$ cat config.mk
export PLATFORM = sky130hd
export DESIGN_NAME = bev_dispenser_n_flat
export DESIGN_NICKNAME = d
export VERILOG_FILES = /design/src/rtl/bev_dispenser_n_if.sv /design/src/rtl/bev_dispenser_n.sv /design/src/flat_wrapper.sv
export SDC_FILE = /design/constraint.sdc
export NUM_CORES = 1
export LEC_CHECK = 0
export BUFFER_PORTS_ARGS = -buffer_cell sky130_fd_sc_hd__buf_2
export CORE_MARGIN = 8
export CORE_UTILIZATION = 40
export CTS_CLUSTER_DIAMETER = 100
export CTS_CLUSTER_SIZE = 25
export DETAILED_ROUTE_END_ITERATION = 8
export GPL_TIMING_DRIVEN = 0
export SYNTH_ARGS = -nofsm -noshare
export SYNTH_HDL_FRONTEND = slang
export SYNTH_SLANG_ARGS = --single-unit
$ cat constraint.sdc
create_clock -name clk -period 3.9 [get_ports clk]
set_input_delay 0.39 -clock clk [delete_from_list [all_inputs] [get_ports clk]]
set_output_delay 0.39 -clock clk [all_outputs]
set_load 0.02 [all_outputs]
$ cat src/rtl/bev_dispenser_n_if.sv
// bev_dispenser_n_if
//   Groups the coin/keypad front-end signals and the dispenser status/actuator
//   signals of the multi-channel beverage dispenser into one bundle.
//   Handshake: coin_valid qualifies coin_value for exactly one cycle; sel, cancel
//   and restock are one-cycle request pulses; change_valid qualifies change for
//   one cycle; coin_reject / err_funds / err_stock are one-cycle strobes. There
//   is no back-pressure: requests not acted upon are dropped (or rejected).
//   Ports (modport view of the dispenser, "slave"):
//     in : coin_valid, coin_value, sel, cancel, restock
//     out: dispense, change, change_valid, credit, coin_reject, err_funds,
//          err_stock, stock_empty, busy, state_dbg (current FSM state)
interface bev_if #(
   parameter int NUM_BEV = 4,
   parameter int MONEY_W = 10
);
   logic               coin_valid;
   logic [MONEY_W-1:0] coin_value;
   logic [NUM_BEV-1:0] sel;
   logic               cancel;
   logic               restock;
   logic [NUM_BEV-1:0] dispense;
   logic [MONEY_W-1:0] change;
   logic               change_valid;
   logic [MONEY_W-1:0] credit;
   logic               coin_reject;
   logic               err_funds;
   logic               err_stock;
   logic [NUM_BEV-1:0] stock_empty;
   logic               busy;
   logic [1:0]         state_dbg;

   modport master (
      output coin_valid, coin_value, sel, cancel, restock,
      input  dispense, change, change_valid, credit, coin_reject,
             err_funds, err_stock, stock_empty, busy, state_dbg
   );

   modport slave (
      input  coin_valid, coin_value, sel, cancel, restock,
      output dispense, change, change_valid, credit, coin_reject,
             err_funds, err_stock, stock_empty, busy, state_dbg
   );
endinterface

$ cat src/rtl/bev_dispenser_n.sv
// bev_dispenser_n
//   Multi-channel beverage dispenser. Coins accumulate into a credit register
//   (capped at MAX_CREDIT); a one-hot request (lowest set bit wins) is checked
//   against per-channel stock and price, then the channel's dispense line is
//   held for DISPENSE_CYCLES cycles and any remaining credit is returned as
//   change in a single strobe.
//   Ports:
//     clk  : system clock, rising edge
//     rst  : asynchronous active-low reset
//     bus  : bev_if slave modport (coin/keypad inputs, actuator/status outputs)
module bev_dispenser_n #(
   parameter int                        NUM_BEV         = 4,
   parameter int                        MONEY_W         = 10,
   parameter int                        STOCK_W         = 4,
   parameter int                        INIT_STOCK      = 5,
   parameter logic [NUM_BEV*MONEY_W-1:0] PRICES         = {10'd250, 10'd200, 10'd150, 10'd125},
   parameter int                        MAX_CREDIT      = 1000,
   parameter int                        DISPENSE_CYCLES = 4
) (
   input logic clk,
   input logic rst,
   bev_if.slave bus
);

   localparam int TW = (DISPENSE_CYCLES > 1) ? $clog2(DISPENSE_CYCLES) : 1;
   localparam int IW = (NUM_BEV > 1) ? $clog2(NUM_BEV) : 1;

   typedef enum logic [1:0] {
      IDLE     = 2'd0,
      DISPENSE = 2'd1,
      CHANGE   = 2'd2
   } state_t;

   state_t             state_q, state_d;
   logic [MONEY_W-1:0] credit_q, credit_d;
   logic [MONEY_W-1:0] change_q, change_d;
   logic [TW-1:0]      timer_q, timer_d;
   logic [NUM_BEV-1:0] dispense_q, dispense_d;
   logic               change_valid_q, change_valid_d;
   logic               coin_reject_q, coin_reject_d;
   logic               err_funds_q, err_funds_d;
   logic               err_stock_q, err_stock_d;
   logic [STOCK_W-1:0] stock_q [NUM_BEV];
   logic [STOCK_W-1:0] stock_d [NUM_BEV];

   logic [MONEY_W-1:0] price_tab [NUM_BEV];
   logic [IW-1:0]      sel_idx;
   logic [MONEY_W:0]   coin_sum;
   logic               coin_ok;
   logic               take_coin;
   logic [NUM_BEV-1:0] empty_c;

   for (genvar g = 0; g < NUM_BEV; g++) begin : g_price
      assign price_tab[g] = PRICES[g*MONEY_W +: MONEY_W];
   end

   // Lowest set request bit wins; higher bits in the same pulse are dropped.
   always_comb begin
      sel_idx = '0;
      for (int i = NUM_BEV - 1; i >= 0; i--) begin
         if (bus.sel[i]) sel_idx = IW'(i);
      end
   end

   always_comb begin
      for (int i = 0; i < NUM_BEV; i++) begin
         empty_c[i] = (stock_q[i] == '0);
      end
   end

   // Sum carried one bit wider so a large coin cannot wrap past the ceiling.
   assign coin_sum = {1'b0, credit_q} + {1'b0, bus.coin_value};
   assign coin_ok  = (coin_sum <= (MONEY_W+1)'(MAX_CREDIT));

   always_comb begin
      state_d        = state_q;
      credit_d       = credit_q;
      change_d       = change_q;
      timer_d        = timer_q;
      dispense_d     = dispense_q;
      change_valid_d = 1'b0;
      coin_reject_d  = 1'b0;
      err_funds_d    = 1'b0;
      err_stock_d    = 1'b0;
      stock_d        = stock_q;
      take_coin      = 1'b0;

      case (state_q)
         IDLE: begin
            if (bus.cancel) begin
               if (credit_q != '0) state_d = CHANGE;
               coin_reject_d = bus.coin_valid;
            end else if (bus.sel != '0) begin
               // Stock failure masks a funds failure.
               if (empty_c[sel_idx]) begin
                  err_stock_d = 1'b1;
                  take_coin   = bus.coin_valid;
               end else if (credit_q < price_tab[sel_idx]) begin
                  err_funds_d = 1'b1;
                  take_coin   = bus.coin_valid;
               end else begin
                  credit_d         = credit_q - price_tab[sel_idx];
                  stock_d[sel_idx] = stock_q[sel_idx] - STOCK_W'(1);
                  dispense_d       = NUM_BEV'(1) << sel_idx;
                  timer_d          = TW'(DISPENSE_CYCLES - 1);
                  state_d          = DISPENSE;
                  coin_reject_d    = bus.coin_valid;
               end
            end else begin
               if (bus.restock) begin
                  for (int i = 0; i < NUM_BEV; i++) stock_d[i] = STOCK_W'(INIT_STOCK);
               end
               take_coin = bus.coin_valid;
            end
         end

         DISPENSE: begin
            coin_reject_d = bus.coin_valid;
            if (timer_q == '0) begin
               dispense_d = '0;
               state_d    = (credit_q != '0) ? CHANGE : IDLE;
            end else begin
               timer_d = timer_q - TW'(1);
            end
         end

         CHANGE: begin
            coin_reject_d  = bus.coin_valid;
            change_d       = credit_q;
            change_valid_d = 1'b1;
            credit_d       = '0;
            state_d        = IDLE;
         end

         default: state_d = IDLE;
      endcase

      if (take_coin) begin
         if (coin_ok) credit_d = coin_sum[MONEY_W-1:0];
         else         coin_reject_d = 1'b1;
      end
   end

   always_ff @(posedge clk or negedge rst) begin
      if (!rst) begin
         state_q        <= IDLE;
         credit_q       <= '0;
         change_q       <= '0;
         timer_q        <= '0;
         dispense_q     <= '0;
         change_valid_q <= 1'b0;
         coin_reject_q  <= 1'b0;
         err_funds_q    <= 1'b0;
         err_stock_q    <= 1'b0;
         for (int i = 0; i < NUM_BEV; i++) stock_q[i] <= STOCK_W'(INIT_STOCK);
      end else begin
         state_q        <= state_d;
         credit_q       <= credit_d;
         change_q       <= change_d;
         timer_q        <= timer_d;
         dispense_q     <= dispense_d;
         change_valid_q <= change_valid_d;
         coin_reject_q  <= coin_reject_d;
         err_funds_q    <= err_funds_d;
         err_stock_q    <= err_stock_d;
         for (int i = 0; i < NUM_BEV; i++) stock_q[i] <= stock_d[i];
      end
   end

   assign bus.dispense     = dispense_q;
   assign bus.change       = change_q;
   assign bus.change_valid = change_valid_q;
   assign bus.credit       = credit_q;
   assign bus.coin_reject  = coin_reject_q;
   assign bus.err_funds    = err_funds_q;
   assign bus.err_stock    = err_stock_q;
   assign bus.stock_empty  = empty_c;
   assign bus.busy         = (state_q == DISPENSE) || (state_q == CHANGE);
   assign bus.state_dbg    = state_q;

endmodule

$ cat src/flat_wrapper.sv
// flat-port wrapper written by rule: the top's interface ports become plain ports
module bev_dispenser_n_flat 
#(
   parameter int                        NUM_BEV         = 4,
   parameter int                        MONEY_W         = 10,
   parameter int                        STOCK_W         = 4,
   parameter int                        INIT_STOCK      = 5,
   parameter logic [NUM_BEV*MONEY_W-1:0] PRICES         = {10'd250, 10'd200, 10'd150, 10'd125},
   parameter int                        MAX_CREDIT      = 1000,
   parameter int                        DISPENSE_CYCLES = 4
)
  (clk, rst, bus_coin_valid, bus_coin_value, bus_sel, bus_cancel, bus_restock, bus_dispense, bus_change, bus_change_valid, bus_credit, bus_coin_reject, bus_err_funds, bus_err_stock, bus_stock_empty, bus_busy, bus_state_dbg);
  bev_if #(.NUM_BEV(NUM_BEV), .MONEY_W(MONEY_W)) bus_i ();
  input logic clk;
  input logic rst;
  input wire logic [$bits(bus_i.coin_valid)-1:0] bus_coin_valid;
  input wire logic [$bits(bus_i.coin_value)-1:0] bus_coin_value;
  input wire logic [$bits(bus_i.sel)-1:0] bus_sel;
  input wire logic [$bits(bus_i.cancel)-1:0] bus_cancel;
  input wire logic [$bits(bus_i.restock)-1:0] bus_restock;
  output wire logic [$bits(bus_i.dispense)-1:0] bus_dispense;
  output wire logic [$bits(bus_i.change)-1:0] bus_change;
  output wire logic [$bits(bus_i.change_valid)-1:0] bus_change_valid;
  output wire logic [$bits(bus_i.credit)-1:0] bus_credit;
  output wire logic [$bits(bus_i.coin_reject)-1:0] bus_coin_reject;
  output wire logic [$bits(bus_i.err_funds)-1:0] bus_err_funds;
  output wire logic [$bits(bus_i.err_stock)-1:0] bus_err_stock;
  output wire logic [$bits(bus_i.stock_empty)-1:0] bus_stock_empty;
  output wire logic [$bits(bus_i.busy)-1:0] bus_busy;
  output wire logic [$bits(bus_i.state_dbg)-1:0] bus_state_dbg;
  assign bus_i.coin_valid = bus_coin_valid;
  assign bus_i.coin_value = bus_coin_value;
  assign bus_i.sel = bus_sel;
  assign bus_i.cancel = bus_cancel;
  assign bus_i.restock = bus_restock;
  assign bus_dispense = bus_i.dispense;
  assign bus_change = bus_i.change;
  assign bus_change_valid = bus_i.change_valid;
  assign bus_credit = bus_i.credit;
  assign bus_coin_reject = bus_i.coin_reject;
  assign bus_err_funds = bus_i.err_funds;
  assign bus_err_stock = bus_i.err_stock;
  assign bus_stock_empty = bus_i.stock_empty;
  assign bus_busy = bus_i.busy;
  assign bus_state_dbg = bus_i.state_dbg;
  bev_dispenser_n #(.NUM_BEV(NUM_BEV), .MONEY_W(MONEY_W), .STOCK_W(STOCK_W), .INIT_STOCK(INIT_STOCK), .PRICES(PRICES), .MAX_CREDIT(MAX_CREDIT), .DISPENSE_CYCLES(DISPENSE_CYCLES)) u_core (.clk(clk), .rst(rst), .bus(bus_i));
endmodule
Word-level counts from Yosys, hierarchy flattened:

Cells that the tools add are included.

* bitwise gates (word level): 2
* add/subtract/negate cells: 4
* shift operators: 1
* reductions and logical operators: 17
* $lt $le $gt $ge: 5
* equal/unequal tests: 14
* muxes and demuxes: 68

Operators with widths (count)
* 10-bit two-way mux: 8
* 16-bit two-way mux: 4
* 2-bit two-way mux: 16
* 4-bit two-way mux: 8
* 1-bit two-way mux: 22
* 10-bit binary-select mux with 2-bit select: 1
* 10-bit case mux with 2 select lines: 1
* 16-bit bitwise mux: 1
* 4-bit zero test: 4
* 2-bit != test (second input constant): 6
* 6-bit AND reduction: 2
* 10-bit by 10-bit adder with 11-bit output: 1
* 11-bit by 10-bit <= comparator with 1-bit output (second input constant): 1
* 10-bit less-than comparator: 1
* 5-bit AND reduction: 2
* 10-bit nonzero test: 1
* 10-bit subtractor: 1
* 4-bit binary-select mux with 2-bit select: 1
* 4-bit demux with 2-bit select: 1
* 2-bit case mux with 2 select lines: 2
* 4-bit case mux with 2 select lines: 1
* 3-bit by 2-bit != test with 1-bit output (second input constant): 2
* 3-bit != test (second input constant): 2
* 2-bit zero test: 2
* other kinds (18): 20

* logic and storage cells: 124
* input bits: 19
* register bits: 48
* output and inout port bits: 35

Depth between registers and ports, before layout:

Gate-level depths: netlist (run 1).

* word-level depth: 16
* depth in mapped cells: 15
* depth with buffers taken out: 14

Worst setup path before layout (run 1):

OpenSTA, ideal clock, no wires.

* kind: input to register
* start: input port bus_sel[2]
* end: register u_core.dispense_q[0] (netlist: u_core.bus.dispense[0])
* arrival: 3.432 ns
* data required time: 3.775 ns
* stages on the path: 14
* path buffers: 0
* path slack: 0.343 ns
* cell sequence: nand2b_2 a21oi_4 inv_1 ha_1 ha_1 fa_1 nor2b_1 a211o_1 a21o_1 o21ai_1 a211oi_4 nor2b_4 nor3_4 mux2_2

* cells in the longest elaborated chain, start to end: 10
* elaborated cells on any way between the ends: 21
* classes of those cells: 1 x order compare; 3 x eq/ne; 1 x shift; 13 x mux; 1 x bitwise; 2 x reduce/logical

Ends and longest elaborated chain
* start, declared: line flat_wrapper.sv:18 `input wire logic [$bits(bus_i.sel)-1:0] bus_sel;`
* 2-bit two-way mux (3 in a row): line bev_dispenser_n.sv:61 `if (bus.sel[i]) sel_idx = IW'(i);`
* 2-bit NOT with 3-bit output (not written as such): line bev_dispenser_n.sv:98 `end else if (credit_q < price_tab[sel_idx]) begin`
* 10-bit binary-select mux with 2-bit select: line bev_dispenser_n.sv:98
* 10-bit two-way mux (not written as such) (2 in a row): line bev_dispenser_n.sv:98
* 10-bit less-than comparator: line bev_dispenser_n.sv:98
* 2-bit != test (no source line)
* 6-bit AND reduction (no source line)
* end signal, assigned: line bev_dispenser_n.sv:161 `dispense_q <= dispense_d;`
* end, declared: line bev_dispenser_n.sv:38 `logic [NUM_BEV-1:0] dispense_q, dispense_d;`

Parallel ways exist; a longest one is shown, timed or not. The select of a mux whose other input is x is not followed.
A chain may end at the register's enable or synchronous reset.

Final worst setup path (run 1):

* start: input port bus_sel[1]
* end: register u_core.credit_q[6] (netlist: u_core.bus.credit[6])

* cells in the longest elaborated chain, start to end: 14
* elaborated cells on any way between the ends: 23
* classes of those cells: 1 x add/sub; 1 x order compare; 19 x mux; 1 x bitwise; 1 x reduce/logical

Ends and longest elaborated chain
* 2-bit two-way mux (2 in a row): line bev_dispenser_n.sv:61
* 2-bit NOT with 3-bit output (not written as such): line bev_dispenser_n.sv:98, bev_dispenser_n.sv:102
* 10-bit binary-select mux with 2-bit select: line bev_dispenser_n.sv:98, bev_dispenser_n.sv:102
* 10-bit two-way mux (not written as such) (2 in a row): line bev_dispenser_n.sv:98, bev_dispenser_n.sv:102
* 10-bit subtractor / 10-bit less-than comparator (equally long branches): line bev_dispenser_n.sv:102, bev_dispenser_n.sv:98
* 10-bit two-way mux: line bev_dispenser_n.sv:98
* 10-bit two-way mux: line bev_dispenser_n.sv:95 `if (empty_c[sel_idx]) begin`
* 10-bit two-way mux: line bev_dispenser_n.sv:93 `end else if (bus.sel != '0) begin`
* 10-bit two-way mux: line bev_dispenser_n.sv:90 `if (bus.cancel) begin`
* 10-bit case mux with 2 select lines: line bev_dispenser_n.sv:88 `case (state_q)`
* 10-bit two-way mux: line bev_dispenser_n.sv:139 `if (coin_ok) credit_d = coin_sum[MONEY_W-1:0];`
* 10-bit two-way mux (*): line bev_dispenser_n.sv:138 `if (take_coin) begin`
* net u_core.credit_d[6]: line bev_dispenser_n.sv:35 `logic [MONEY_W-1:0] credit_q, credit_d;`
* end signal, assigned: line bev_dispenser_n.sv:158 `credit_q <= credit_d;`
* end, declared: line bev_dispenser_n.sv:35

The timed path passes the listed nets; every way through them passes the cells marked *. The select of a mux whose other input is x is not followed.

==> metrics.txt, run 1 <==
Layout area overhead 16.5%; die area 0.0120 mm²; skew final 0.00489 ns; synth top area cells dfrtp_1 (29%), ha_1 (10%), mux2_2 (9.0%); Routed WL per cell 16.7 µm; met2 WL 3980 µm; sequential fraction of the synthesis area 0.346; Primary FF master, synth dfrtp_1; cell count after synthesis 347; CTS tree built; Max Cap Violations 0; die height 110 µm; Post-route DRC 0; Mapped Area 0.00350 mm²; Detailed Place HPWL 6780 µm; CTS clk-pin slew, worst paths 0.09 ns; top cell type's share of synthesized area 0.286; Synth Area in XOR/XNOR 0.0275; Startpoint Class primary input; port bufs 53; initial antenna violation count 0; Iter 0 DRT Violations 143; Clk Latency, worst-skew pair 0.30 ns; largest fanout on the critical path 9; nets 464; post-synthesis async set-or-reset flop share 1.00; TritonCTS buffer count 5; Worst path max stage delay 0.42 ns; share of synthesized cell area in and, or, nand and nor gates 0.152; Setup CP Type primary input to flop; CTS H-tree lvls 2; CP Capture Type flop; CTS max path bufs 2; first-pass GRT wire length 14400 µm; Synth area leader dfrtp_1; synthesis-stage register bit count 48; Final Wtd Congestion 0.843; initial core utilization 0.408; Die W 110 µm; met1 wire length 4280 µm; RSZ-0062 raised after global routing false; Critical Path, Cell by Cell buf_2 > nor3_4 > inv_1 > ha_1 > ha_1 > fa_1 > nor2b_1 > a211o_1 > a21o_1 > o21ai_1 > a211oi_4 > buf_4 > a21oi_2 > a211o_1 > mux2_2; Syn Nets 396; Yosys cell types 63; Data arrival, critical path 3.85 ns; maximum VDD drop 0.386 mV; CP max-delay cell nor3_4; setup violators final 0; layout cells sized above 1 0.293; class of the worst hold path primary input to async pin; FP Rows 34; PD cells 844 mW/mm²; number of vias after detailed routing 2907; # clock sinks 48; # diodes 0; syn avg cell area 10.1 µm²; largest family of logic cells by synthesized area compound AO/OA/AOI/OAI gates; Leakage 1.93 nW; Compound-Gate Fraction of Synth Area 0.187; Final Total Pwr 3.45 mW; total track usage 0.149; Post-synth EDFFs 0; fmax 273 MHz; uppermost layer routed met4; Slew Limit Fails 0; worst slew pin tran 1.05 ns; DR pass1 iterations 5; most frequent cells in the layout buf_2 (54), dfrtp_1 (40), mux2_2 (28), ha_1 (28), nor2_1 (25); Routed WL 8730 µm; commonest non-fill, non-tap cell in the layout buf_2; Yosys warnings 0; Rel. slew slack 0.302; endpoints failing hold 0; Remaining Overflow, GRT 0; largest net degree at the start of global routing 49; Crit path buffers/inverters 3; CP required 4.09 ns; Ports 54; fin crit share 0.939; min Tclk post-route 3.66 ns; via count of the first global-routing pass 2850; CTS Hold Bufs 0; multiplexer area fraction after synthesis 0.141; status finished, final reports clean; final antenna-violating net count 0; vias per inst 5.55; core area 0.00859 mm²; cell family with most CP delay compound AO/OA/AOI/OAI gates; final core utilization 0.475; adder-cell share of the synthesized area 0.111; clk root buf clkbuf_8; met3 WL 392 µm
routing by layer:
layer,vias up,global-route usage
li1,1419,-
met1,1416,0.209
met2,66,0.233
met3,6,0.0293
met4,0,0.0309
met5,-,0
area by class of cell:
cell class / count / area (µm²)
multi-input combinational: 268 / 2200
inverter: 23 / 86.3
tap: 108 / 135
sequential: 48 / 1210
fill: 826 / 4510
clock buffer: 6 / 82.6
timing repair buffer: 61 / 325
clock inverter: 2 / 10.0
buffer: 8 / 35.0
kinds of logic after synthesis:
group,Yosys count
xor gates and xnor gates,11
muxes,38
AOI/OAI and AO/OA,91
DFF,48
and+or+nand+nor,98
adders and majority gates,30
buffers and inverters,31
where the power goes:
part	internal [mW]	switching (mW)
Sequential	0.753	0.205
Clock	0.142	0.165
Combinational	0.959	1.22
state kept, by name (all words and copies together), names as in the netlist:
name and flops:
u_core.bus.change_valid 1, u_core.timer_q 2, u_core.bus.change 10, u_core.bus.err_stock 1, u_core.bus.credit 10, u_core.bus.state_dbg 2
u_core.bus.err_funds 1, u_core.stock_q 16, u_core.bus.dispense 4, u_core.bus.coin_reject 1
path summary, 6_finish.rpt:
| path | start | depth (start not counted) | slack, ns | end |
|---|---|---|---|---|
| min reg2reg | u_core.bus.change[1] | 1 | 0.51 | u_core.bus.change[1] |
| max | bus_sel[1] | 15 | 0.24 | u_core.bus.credit[6] |
| min in group clk | bus_coin_valid | 2 | 0.38 | u_core.bus.coin_reject |
| max reg2reg | u_core.bus.credit[0] | 12 | 0.67 | u_core.bus.credit[8] |
| max in group asynchronous | rst | 1 | 2.98 | u_core.bus.state_dbg[0] |
| min | rst | 1 | 0.28 | u_core.stock_q[7] |
cell usage after synthesis (all sizes together), types with 2 or more instances:
master / count
a211o: 3
a211oi: 4
a21boi: 2
a21o: 9
a21oi: 20
a22o: 5
a2bb2oi: 3
a31oi: 5
a32o: 2
a41o: 2
and4b: 2
buf: 3
clkbuf: 5
dfrtp: 40
dfstp: 8
fa: 2
ha: 28
inv: 23
mux2: 30
mux2i: 3
mux4: 5
nand2: 21
nand2b: 8
nand3: 8
nor2: 26
nor2b: 7
nor3: 7
nor3b: 3
nor4: 7
nor4b: 2
o211ai: 2
o21a: 4
o21ai: 15
o22ai: 3
o2bb2ai: 4
o31a: 3
or2: 2
xnor2: 8
xor2: 3
what timing repair did:
item	in CTS	in global routing
resized for setup	3	3
setup buffers	0	8
hold endpoints to repair	0	0
pin swaps	0	2
setup endpoints to repair	19	25
metrics by stage:
step	instances	hold slack, ns	instance area [µm²]	worst slack (ns)	TNS [ns]
CTS	516	0.330	4010	0.0130	0
detailed placement	508	0.490	3900	-0.492	-9.76
floorplan	347	0.0944	3500	0.343	0
global placement	508	0.484	3900	-0.445	-8.37
finish	524	0.277	4080	0.239	0
global route	524	0.378	4080	0.00945	0
(Power assumes the default switching activity.)
==> run 2: changes to the inputs <==
Settings changed: CELL_PAD_IN_SITES_DETAIL_PLACEMENT from default to 1, CELL_PAD_IN_SITES_GLOBAL_PLACEMENT from default to 2, CORE_UTILIZATION 40 to 36, PLACE_DENSITY_LB_ADDON from default to 0.1.
==> run 2 against run 1 <==
Net effect: power rose by 3.4%; cell count grew 3.8%; critical endpoint is now u_core.bus.credit[1]; critical path depth fell by 1; sequential share of layout area down 0.12 points; core utilization decreased by 4.8 points; clock power increased by 26%; die area increased by 9.5%.
==> metrics.txt, run 2 (synthesis gave the netlist of run 1 again) <==
Startpoint Class primary input; Data arrival, critical path 3.85 ns (about the same); CP Capture Type flop; final worst setup slack 0.272 ns (+0.0332 ns); TritonCTS buffer count 5 (unchanged); Routed WL per cell 18.6 µm (+11%); Post-route DRC 0 (unchanged); Rel. slew slack 0.233 (-0.0694); Gate power share 0.619 (-0.014); Setup CP Type primary input to flop; clk root buf clkbuf_8; number of vias after detailed routing 2909 (+0.069%); most frequent cells in the layout buf_2 (54), dfrtp_1 (40), mux2_2 (28), ha_1 (28), nor2_1 (25); DR pass1 iterations 4 (-1); CTS max path bufs 2 (unchanged); status finished, final reports clean; Die W 115 µm (+4.6%); largest net degree at the start of global routing 49 (unchanged); via count of the first global-routing pass 3114 (+9.3%); # diodes 0 (unchanged); Slew Limit Fails 0 (unchanged); clock power share 0.108 (+0.019); commonest non-fill, non-tap cell in the layout buf_2; Iter 0 DRT Violations 99 (-31%); skew final 0.0112 ns (+0.00634 ns); worst slew pin tran 1.15 ns (+0.104 ns); Worst path max stage delay 0.43 ns (about the same); setup violators final 0 (unchanged); Seq pwr share 0.273 (-0.005); vias per inst 5.35 (-3.6%); FP Rows 36 (+5.9%); min Tclk post-route 3.63 ns (-0.0332 ns); total track usage 0.160 (+0.0107); layout cells sized above 1 0.285 (-0.00860); die area 0.0131 mm² (+9.5%); core area 0.00959 mm² (+12%); Switch Pwr 1.65 mW (+3.7%); Ports 54 (unchanged); final antenna-violating net count 0 (unchanged); maximum VDD drop 0.352 mV (-8.8%); endpoints failing hold 0 (unchanged); nets 459 (-1.1%); fin crit share 0.930 (-0.00852); RSZ-0062 raised after global routing false; Internal 1.91 mW (+3.2%); cell family with most CP delay adder cells; port bufs 53 (unchanged); CTS tree built; most frequent CP cell ha_1; max FFs per register 16 (unchanged); # clock sinks 48 (unchanged); PD cells 870 mW/mm² (+3.0%); Routed WL 10100 µm (+16%); initial core utilization 0.365 (-0.0425); first-pass GRT wire length 16700 µm (+16%); Final Wtd Congestion 0.778 (-7.8%); Clk Latency, worst-skew pair 0.31 ns (about the same); Crit path buffers/inverters 2 (-1); Critical Path, Cell by Cell buf_2 > nor3_4 > inv_1 > ha_1 > ha_1 > fa_1 > nor2b_1 > a211o_1 > a21o_1 > o21ai_2 > a21o_2 > nor2_2 > mux2_2 > mux2i_1; CP max-delay cell nor3_4; CP required 4.13 ns (+0.04 ns); CTS clk-pin slew, worst paths 0.08 ns (about the same); Top reg by flops u_core.stock_q; fmax 276 MHz (+0.92%); class of the worst hold path primary input to async pin; Remaining Overflow, GRT 0 (unchanged); sw frac 0.463 (+0.00128); Layout area overhead 17.0%; final core utilization 0.427 (-0.0479); die height 115 µm (+4.6%); Max Cap Violations 0 (unchanged); initial antenna violation count 0 (unchanged); largest fanout on the critical path 9 (unchanged); setup slack at placement -0.587 ns (-0.0947 ns); Detailed Place HPWL 7810 µm (+15%); CTS H-tree lvls 2 (unchanged); Leakage 1.91 nW (-0.90%)
-- run 2: cell types whose count changed in the layout (fill, tap and decap cells not counted) --
cell | previous run | this run
nor2_2 | 0 | 1
bufinv_16 | 0 | 1
nor2_4 | 1 | 0
o21ai_1 | 2 | 1
o21ai_2 | 0 | 1
clkinv_2 | 2 | 0
buf_4 | 9 | 4
clkinv_1 | 0 | 1
-- run 2: metrics by stage --
step / std cells / total power, mW / hold WS (ns) / cell area, µm² / TNS (ns)
floorplan: 347 / 2.51 / 0.0944 / 3500 / 0
finish: 544 / 3.56 / 0.304 / 4100 / 0
global placement: 533 / 3.12 / 0.484 / 3940 / -12.43
detailed placement: 533 / 3.16 / 0.491 / 3940 / -13.64
CTS: 544 / 3.59 / 0.350 / 4090 / 0
global route: 544 / 3.86 / 0.392 / 4100 / 0
-- run 2: cell type report --
type / instances / area, µm²
plain buffers: 8 / 35.0
clock buffers: 6 / 82.6
clock inverters: 2 / 33.8
fillers: 1128 / 5500
inverters: 23 / 86.3
multi-input cells: 268 / 2190
flip-flops and latches: 48 / 1210
well taps: 133 / 166
repair buffers: 56 / 288
-- run 2: timing repair --
action,CTS,global route
resized for setup,3,3
hold buffers,0,0
endpoints found under the setup margin,23,11
buffers inserted,3,0
pin swaps,2,0
-- run 2: final timing paths --
check                                     startpoint  slack (ns)  depth (start not counted)                     end
max in group asynchronous                        rst        2.90                          1       u_core.stock_q[3]
worst min register to register  u_core.bus.change[3]        0.51                          1    u_core.bus.change[3]
min in group clk                      bus_coin_valid        0.38                          2  u_core.bus.coin_reject
worst max register to register  u_core.bus.credit[0]        0.65                         12    u_core.bus.credit[3]
worst min-delay path                             rst        0.30                          1    u_core.bus.change[1]
worst max-delay path                      bus_sel[1]        0.27                         14    u_core.bus.credit[1]
-- run 2: worst reg2reg max path, delay by kind of cell (launching register included) --
| family | cells | cell delay, ns |
|---|---|---|
| buffers and inverters | 2 | 0.25 |
| multiplexers | 1 | 0.35 |
| AO/OA/AOI/OAI | 3 | 0.86 |
| adder cells (fa/ha/maj) | 2 | 0.45 |
| AND/OR/NAND/NOR | 4 | 0.75 |
| flip-flops | 1 | 0.47 |
-- run 2: metal layers --
layer | up-vias | GRT usage | part of all wire
met2 | 53 | 0.245 | 0.44
met5 | - | 0 | 0
met3 | 7 | 0.0316 | 0.043
met1 | 1442 | 0.225 | 0.51
li1 | 1407 | - | -
met4 | 0 | 0.0355 | 0.0090
-- run 2: power groups by stage --
stage	Clock [mW]	Sequential (mW)	Combinational [mW]
6_report	0.386	0.971	2.21
5_1_grt	0.414	1.01	2.44
4_1_cts	0.398	0.973	2.22
3_5_place_dp	0	0.983	2.18
3_3_place_gp	0	0.979	2.14
2_1_floorplan	0	1.07	1.44
